### src/rtl/decode_pkg.sv
// rtl/decode_pkg.sv - decode stage types and constants; DECODE_MUL_EN adds the M-extension codes
package decode_pkg;

   // ALU operation codes handed to the execute stage
   typedef enum logic [4:0] {
      ALU_ADD    = 5'd0,
      ALU_SUB    = 5'd1,
      ALU_SLL    = 5'd2,
      ALU_SLT    = 5'd3,
      ALU_SLTU   = 5'd4,
      ALU_XOR    = 5'd5,
      ALU_SRL    = 5'd6,
      ALU_SRA    = 5'd7,
      ALU_OR     = 5'd8,
      ALU_AND    = 5'd9,
      ALU_MUL    = 5'd16,
      ALU_MULH   = 5'd17,
      ALU_MULHSU = 5'd18,
      ALU_MULHU  = 5'd19,
      ALU_DIV    = 5'd20,
      ALU_DIVU   = 5'd21,
      ALU_REM    = 5'd22,
      ALU_REMU   = 5'd23
   } alu_op_t;

   localparam logic [6:0] OP_R = 7'b0110011;
   localparam logic [6:0] OP_I = 7'b0010011;

   localparam logic [6:0] F7_ZERO   = 7'b0000000;
   localparam logic [6:0] F7_ALT    = 7'b0100000;
   localparam logic [6:0] F7_MULDIV = 7'b0000001;

endpackage

### src/rtl/alu_op_decode.sv
// rtl/alu_op_decode.sv - combinational opcode/funct to ALU op map; DECODE_MUL_EN enables MUL/DIV
module alu_op_decode
   import decode_pkg::*;
(
   input  logic [6:0] opcode,
   input  logic [2:0] funct3,
   input  logic [6:0] funct7,
   output logic [4:0] alu_op,
   output logic       use_imm,
   output logic       illegal
);

   alu_op_t op;
   logic    imm_sel;
   logic    ill;

   // Map the instruction fields to an operation; anything unmatched stays illegal
   always_comb begin
      op      = ALU_ADD;
      imm_sel = 1'b0;
      ill     = 1'b1;
      if (opcode == OP_R) begin
         if (funct7 == F7_ZERO) begin
            ill = 1'b0;
            case (funct3)
               3'b000:  op = ALU_ADD;
               3'b001:  op = ALU_SLL;
               3'b010:  op = ALU_SLT;
               3'b011:  op = ALU_SLTU;
               3'b100:  op = ALU_XOR;
               3'b101:  op = ALU_SRL;
               3'b110:  op = ALU_OR;
               default: op = ALU_AND;
            endcase
         end else if (funct7 == F7_ALT) begin
            if (funct3 == 3'b000) begin
               op  = ALU_SUB;
               ill = 1'b0;
            end else if (funct3 == 3'b101) begin
               op  = ALU_SRA;
               ill = 1'b0;
            end
         end
`ifdef DECODE_MUL_EN
         else if (funct7 == F7_MULDIV) begin
            ill = 1'b0;
            op  = alu_op_t'({2'b10, funct3});
         end
`endif
      end else if (opcode == OP_I) begin
         imm_sel = 1'b1;
         case (funct3)
            3'b000: begin op = ALU_ADD;  ill = 1'b0; end
            3'b010: begin op = ALU_SLT;  ill = 1'b0; end
            3'b011: begin op = ALU_SLTU; ill = 1'b0; end
            3'b100: begin op = ALU_XOR;  ill = 1'b0; end
            3'b110: begin op = ALU_OR;   ill = 1'b0; end
            3'b111: begin op = ALU_AND;  ill = 1'b0; end
            3'b001: begin
               if (funct7 == F7_ZERO) begin
                  op  = ALU_SLL;
                  ill = 1'b0;
               end
            end
            default: begin
               if (funct7 == F7_ZERO) begin
                  op  = ALU_SRL;
                  ill = 1'b0;
               end else if (funct7 == F7_ALT) begin
                  op  = ALU_SRA;
                  ill = 1'b0;
               end
            end
         endcase
      end
      // illegal encodings present a neutral operation with no immediate
      if (ill) begin
         op      = ALU_ADD;
         imm_sel = 1'b0;
      end
   end

   assign alu_op  = op;
   assign use_imm = imm_sel;
   assign illegal = ill;

endmodule

### src/rtl/decode_stage.sv
// rtl/decode_stage.sv - registered RV32I ALU decode stage with counters; DECODE_MUL_EN enables M-extension decode
module decode_stage
   import decode_pkg::*;
#(
   parameter int XLEN  = 32,
   parameter int CNT_W = 16
) (
   input  logic             clk,
   input  logic             rst_n,
   input  logic             flush,
   input  logic             in_valid,
   output logic             in_ready,
   input  logic [31:0]      instr,
   output logic             out_valid,
   input  logic             out_ready,
   output logic [4:0]       rs1,
   output logic [4:0]       rs2,
   output logic [4:0]       rd,
   output logic [4:0]       alu_op,
   output logic [XLEN-1:0]  imm,
   output logic             use_imm,
   output logic             rd_we,
   output logic             illegal,
   output logic [CNT_W-1:0] dec_cnt,
   output logic [CNT_W-1:0] ill_cnt
);

   logic [4:0]      alu_op_d;
   logic            use_imm_d;
   logic            illegal_d;
   logic [XLEN-1:0] imm_d;
   logic [4:0]      rs2_d;
   logic            rd_we_d;
   logic            accept;
   logic            depart;

   alu_op_decode u_alu_op_decode (
      .opcode  (instr[6:0]),
      .funct3  (instr[14:12]),
      .funct7  (instr[31:25]),
      .alu_op  (alu_op_d),
      .use_imm (use_imm_d),
      .illegal (illegal_d)
   );

   assign in_ready = !out_valid || out_ready;
   assign accept   = in_valid && in_ready && !flush;
   assign depart   = out_valid && out_ready;

   // Next payload fields: immediate only for legal I-type, rs2 zeroed when the immediate replaces it
   always_comb begin
      imm_d   = '0;
      rs2_d   = instr[24:20];
      rd_we_d = !illegal_d && (instr[11:7] != 5'd0);
      if (use_imm_d) begin
         imm_d = {{(XLEN-12){instr[31]}}, instr[31:20]};
         rs2_d = 5'd0;
      end
   end

   // Handshake, payload registers and statistics counters
   always_ff @(posedge clk or negedge rst_n) begin
      if (!rst_n) begin
         out_valid <= 1'b0;
         rs1       <= '0;
         rs2       <= '0;
         rd        <= '0;
         alu_op    <= '0;
         imm       <= '0;
         use_imm   <= 1'b0;
         rd_we     <= 1'b0;
         illegal   <= 1'b0;
         dec_cnt   <= '0;
         ill_cnt   <= '0;
      end else begin
         if (depart) begin
            dec_cnt <= dec_cnt + 1'b1;
            if (illegal) begin
               ill_cnt <= ill_cnt + 1'b1;
            end
         end
         if (flush) begin
            out_valid <= 1'b0;
         end else if (accept) begin
            out_valid <= 1'b1;
            rs1       <= instr[19:15];
            rs2       <= rs2_d;
            rd        <= instr[11:7];
            alu_op    <= alu_op_d;
            imm       <= imm_d;
            use_imm   <= use_imm_d;
            rd_we     <= rd_we_d;
            illegal   <= illegal_d;
         end else if (depart) begin
            out_valid <= 1'b0;
         end
      end
   end

endmodule

### config.mk
export PLATFORM = sky130hd
export DESIGN_NAME = decode_stage
export DESIGN_NICKNAME = d
export VERILOG_FILES = /design/src/rtl/decode_pkg.sv /design/src/rtl/alu_op_decode.sv /design/src/rtl/decode_stage.sv
export SDC_FILE = /design/constraint.sdc
export NUM_CORES = 1
export LEC_CHECK = 0
export CORE_ASPECT_RATIO = 0.8
export CORE_UTILIZATION = 40
export DETAILED_ROUTE_END_ITERATION = 12
export PLACE_DENSITY = 0.77
export SLEW_MARGIN = 10
export SYNTH_ARGS = -nofsm -noshare
export SYNTH_HDL_FRONTEND = slang
export SYNTH_HIERARCHICAL = 1
export SYNTH_SLANG_ARGS = --single-unit
export TNS_END_PERCENT = 30
### constraint.sdc
create_clock -name clk -period 1.2 [get_ports clk]
set_input_delay 0.24 -clock clk [delete_from_list [all_inputs] [get_ports clk]]
set_output_delay 0.24 -clock clk [all_outputs]
set_load 0.01 [all_outputs]
After elaboration in Yosys (flattened, before gate mapping)

Cells that the tools add are included.

Reduce and logical (&&, ||, !) cells: 15
Add/sub/neg operators: 2
Multiplexer cells: 30
Equality and inequality tests: 10
Bitwise logic cells: 1

Operators with widths:

| kind                    | count |
|---|---|
| $mux W5                 | 8 |
| $pmux W5 S7             | 1 |
| $add A16 B1 Y16 const B | 2 |
| $mux W32                | 1 |
| $pmux W4 S7             | 1 |
| $mux W1                 | 15 |
| $eq A7 B6 Y1 const B    | 2 |
| $eq A3 B3 Y1 const B    | 4 |
| $eq A7 B5 Y1 const B    | 1 |
| $logic_not A7 Y1        | 1 |
| $eq A3 B2 Y1 const B    | 2 |
| $mux W3                 | 2 |
| $reduce_or A6 Y1        | 1 |
| $reduce_bool A5 Y1      | 1 |
| $logic_and A1 B1 Y1     | 4 |
| $reduce_and A2 Y1       | 2 |
| $eq A3 B1 Y1 const B    | 1 |
| $logic_not A1 Y1        | 3 |
| $logic_not A3 Y1        | 1 |
| $reduce_bool A3 Y1      | 1 |
| $mux W2                 | 1 |
| $pmux W1 S2             | 1 |
| $logic_or A1 B1 Y1      | 1 |
| $not A1 Y1              | 1 |

Logic and storage cells: 69
Input bits: 37
Register bits after elaboration: 88

Depth between registers and ports, before layout

Word-level depth: 8
Depth in mapped cells: 8
Mapped depth without buffers: 6

By module

Netlist, hierarchy kept.

By module, submodules not included:

| module        | cells an instance | area an instance (µm²) | times used |
|---|---|---|---|
| decode_stage  | 294               | 2994.1                 | 1 |
| alu_op_decode | 40                | 271.5                  | 1 |

Worst setup path after synthesis

Ideal clock, no wire load.

Path kind: input -> register
From: in instr[26]
To: reg imm[10]
Path buffers: 2
Slack: -0.721 ns
Arrival time: 1.854 ns
Stages: 8
Setup time: 0.066 ns
Data required time: 1.134 ns
Cell sequence: or4_4 nor3_4 o21ai_0 a21oi_1 clkbuf_1 clkbuf_1 nand3_1 nand2_1

Cells in the longest elaborated chain, start to end: 8
Elaborated cells on any way between the ends: 12

RTL lines:

| element              | line                                     | RTL |
|---|---|---|
| from (decl)          | decode_stage.sv:13                       | `input logic [31:0] instr,` |
| $eq A7 B6 Y1         | alu_op_decode.sv:35, alu_op_decode.sv:69 |  |
| $mux W1              | alu_op_decode.sv:69                      | `end else if (funct7 == F7_ALT) begin` |
| $mux W1              | alu_op_decode.sv:66                      | `if (funct7 == F7_ZERO) begin` |
| $pmux W1 S2          | alu_op_decode.sv:52                      | `case (funct3)` |
| $mux W1              | alu_op_decode.sv:50                      | `end else if (opcode == OP_I) begin` |
| $mux W1 *            | alu_op_decode.sv:22                      | `if (opcode == OP_R) begin` |
| $mux W1 *            | alu_op_decode.sv:77                      | `if (ill) begin` |
| net use_imm_d        | decode_stage.sv:29                       | `logic use_imm_d;` |
| $mux W32 *           | decode_stage.sv:55                       | `if (use_imm_d) begin` |
| to (signal assigned) | decode_stage.sv:90                       | `imm <= imm_d;` |
| to (decl)            | decode_stage.sv:20                       | `output logic [XLEN-1:0] imm,` |

The timed path passes the listed nets; every way through them passes the cells marked *.
A chain may end at the register's enable or synchronous reset.

Worst setup path in the final report

From: in instr[28]
To: reg rs2[1]

Cells in the longest elaborated chain, start to end: 8
Elaborated cells on any way between the ends: 12

RTL lines:

| element              | line                                     | RTL |
|---|---|---|
| $eq A7 B6 Y1         | alu_op_decode.sv:35, alu_op_decode.sv:69 |  |
| $mux W1              | alu_op_decode.sv:69                      |  |
| $mux W1              | alu_op_decode.sv:66                      |  |
| $pmux W1 S2          | alu_op_decode.sv:52                      |  |
| $mux W1              | alu_op_decode.sv:50                      |  |
| $mux W1 *            | alu_op_decode.sv:22                      |  |
| $mux W1 *            | alu_op_decode.sv:77                      |  |
| net use_imm_d        | decode_stage.sv:29                       |  |
| $mux W5 *            | decode_stage.sv:55                       |  |
| to (signal assigned) | decode_stage.sv:87                       | `rs2 <= rs2_d;` |
| to (decl)            | decode_stage.sv:17                       | `output logic [4:0] rs2,` |

Marks and branches as above.

==> run metrics <==
fmax 662 MHz; drt total wl 9360 microns; Vias 3027; register area share after synthesis 52.1%; switching share of power 29.5%; Synth area leader dfrtp_1; post-DP HPWL 6070 microns; clock latency on the worst-skew pair 0.34 ns; worst vdd ir 0.602 mV; Final setup viols 83; Crit Path Max Fanout 5; Post-Layout Cell Count 631; maxcap violations 0; failing checks DRC, setup timing; initial antenna violation count 0; Chip Height 82.8 microns; fin. max-slew vios 0; Overflow after GRT 0; Highest Signal Layer met4; EDFF count, synth 0; CP arrival 1.74 ns; Reg power frac 43.8%; Syn Area/Cell 9.78 sq um; clock power share 29.2%; CTS tree yes; fin crit share 126%; Top FF cell, synth dfrtp_1; RSZ-0062 raised after global routing yes; CP required 1.43 ns; combinational cell fraction of total power 27.0%; Clock Path Buffers 2; Max Clock Skew 0.00697 ns; syn nets 373; Critical Path Sink Type flip-flop; DR DRC count 2; placed cell count 592; met3 WL 475 microns; Initial Util 41.3%; Pwr Total 6.22 mW; DR WL/cell 14.8 microns; top post-synthesis cells by area dfrtp_1, nand2_1, buf_4; GRT Util Overall 22.4%; die area 8530 sq um; Async S/R FF share, synth 100%; leak pwr 2.77 nW; Avg Vias per Cell 4.80; H-tree depth 3; PortBufs 125; Cell variety after synth 40; Worst-path clk slew 0.07 ns; row count 29; CTS buffer count 9; Top Ports 126; Worst setup SP type input pin; antenna-violating nets left 0; endpoints failing hold 0; Sinks on Clock Net 68; status finished with violations; Psw 1.84 mW; vias in the first global route 3029; RD Place Congestion 0.818; width of the die 103 microns; worst hold margin 0.133 ns; critical path class in2reg; Pint 4.39 mW; DR WL met2 4690 microns; Post-Syn Area 3270 sq um; met1 wire length 4100 microns; NumNets Final 557; worst setup margin -0.311 ns; fin crit period 1.51 ns; DRT Pass-1 Iters 9; Layout area overhead 61.7%; ANT cells 0; Clock Root Buffer clkbuf_8; yosys synthesis warning count 6; setup tns final -12.14 ns; Power Dens Cells 1180 nW/um^2; HP Class in2reg; top-area cell type share of the netlist area 52.1%; #FFs+latches synth 68; starting DRC count in detailed routing 62; share of cells above drive strength 1 44.7%; dpl ws -1.06 ns; core area 7910 sq um; first-pass GRT wire length 14600 microns; Syn Inst Count 334; largest net degree at the start of global routing 35
## logic make-up (layout without fill, tap and decap cells)
kind of cell / count (synthesis) / count (layout) / synth area share [%]
AOI/OAI and AO/OA: 14 / 14 / 3.14
xor gates and xnor gates: 31 / 31 / 8.31
adders and majority gates: 2 / 2 / 0.766
buffers and inverters: 34 / 223 / 6.82
DFF: 68 / 68 / 52.1
muxes: 2 / 2 / 0.690
other: 1 / 1 / 0.115
and+or+nand+nor: 182 / 182 / 28.0
## cell type report
class	instances	area, sq um
fillers	645	2630
flip-flops and latches	68	1700
repair buffers	204	1650
multi-input cells	232	1590
well taps	108	135
clock buffers	11	131
clock inverters	5	52.6
inverters	3	11.3
## registers in the layout (all words and copies together) (netlist names)
signal,count
ill_cnt,16
rd_we,1
rs1,5
dec_cnt,16
use_imm,1
out_valid,1
illegal,1
alu_op,5
rd,5
imm,12
rs2,5
## metrics by stage
step	instance area (sq um)	util, %
CTS	5190	65.6
detailed placement	4920	62.3
global placement	4920	62.3
finish	5280	66.8
floorplan	3280	-
global route	5280	66.8
## power by group through the flow
stage	Sequential [mW]	Clock, mW	Combinational, mW
CTS	2.71	1.87	1.57
floorplan	2.89	0	0.387
global route	2.76	1.95	1.83
detailed placement	2.79	0	1.52
global placement	2.78	0	1.48
finish	2.73	1.82	1.68
## critical path, cell delays in order
cell and delay (ns):
buf_6 0.09, or4_4 0.54, nor3_4 0.21, o21ai_2 0.11, a21oi_4 0.22, buf_6 0.15, nand3b_1 0.11, nand2_1 0.06
## cells in the mapped netlist (3+ instances only)
cell	instances
a21oi_1	5
and3_1	7
and4_1	5
buf_2	4
buf_4	24
clkbuf_1	3
dfrtp_1	68
inv_1	3
nand2_1	97
nand2b_1	5
nand3_1	23
nand3b_1	5
nand4_1	7
nor2_1	12
nor2b_1	3
nor3_2	3
xnor2_1	20
xor2_1	11
## layer usage
layer  up-vias  track usage [%]
met1      1473             29.4
met4         0             5.38
li1       1453                -
met5         -                0
met3        10             5.47
met2        91             37.2
## cells in the final DEF, fill, tap and decap left out, drive strengths merged, types with 3 or more instances in the layout
cell type / netlist / routed
a21oi: 5 / 5
nand2: 98 / 98
nand2b: 5 / 5
clkinv: 0 / 3
xnor2: 20 / 20
nor2b: 3 / 3
nor2: 12 / 12
nand4: 8 / 8
nor3: 4 / 4
and3: 7 / 7
xor2: 11 / 11
and4: 5 / 5
buf: 28 / 169
dlygate4sd2: 0 / 8
nand3b: 6 / 6
inv: 3 / 3
nand3: 24 / 24
clkbuf: 3 / 14
dfrtp: 68 / 68
clkdlybuf4s50: 0 / 23
## timing repair
item	CTS	global route
resized for setup	436	36
hold buffers	1	0
cloned	3	0
endpoints found under the setup margin	147	99
hold endpoints to repair	11	0
pin swaps	29	14
setup buffers	18	2
## worst paths after layout
| check | startpoint | end | slack [ns] | cells past startpoint |
|---|---|---|---|---|
| worst max-delay path | instr[28] | rs2[1] | -0.31 | 8 |
| worst min-delay path | instr[25] | imm[5] | 0.13 | 3 |
| worst max register to register | dec_cnt[0] | dec_cnt[10] | -0.21 | 6 |
| worst min register to register | dec_cnt[15] | dec_cnt[15] | 0.46 | 1 |
| max in group asynchronous | rst_n | imm[3] | 0.35 | 3 |
| min in group asynchronous | rst_n | ill_cnt[14] | 0.34 | 2 |
(Power assumes the default switching activity.)
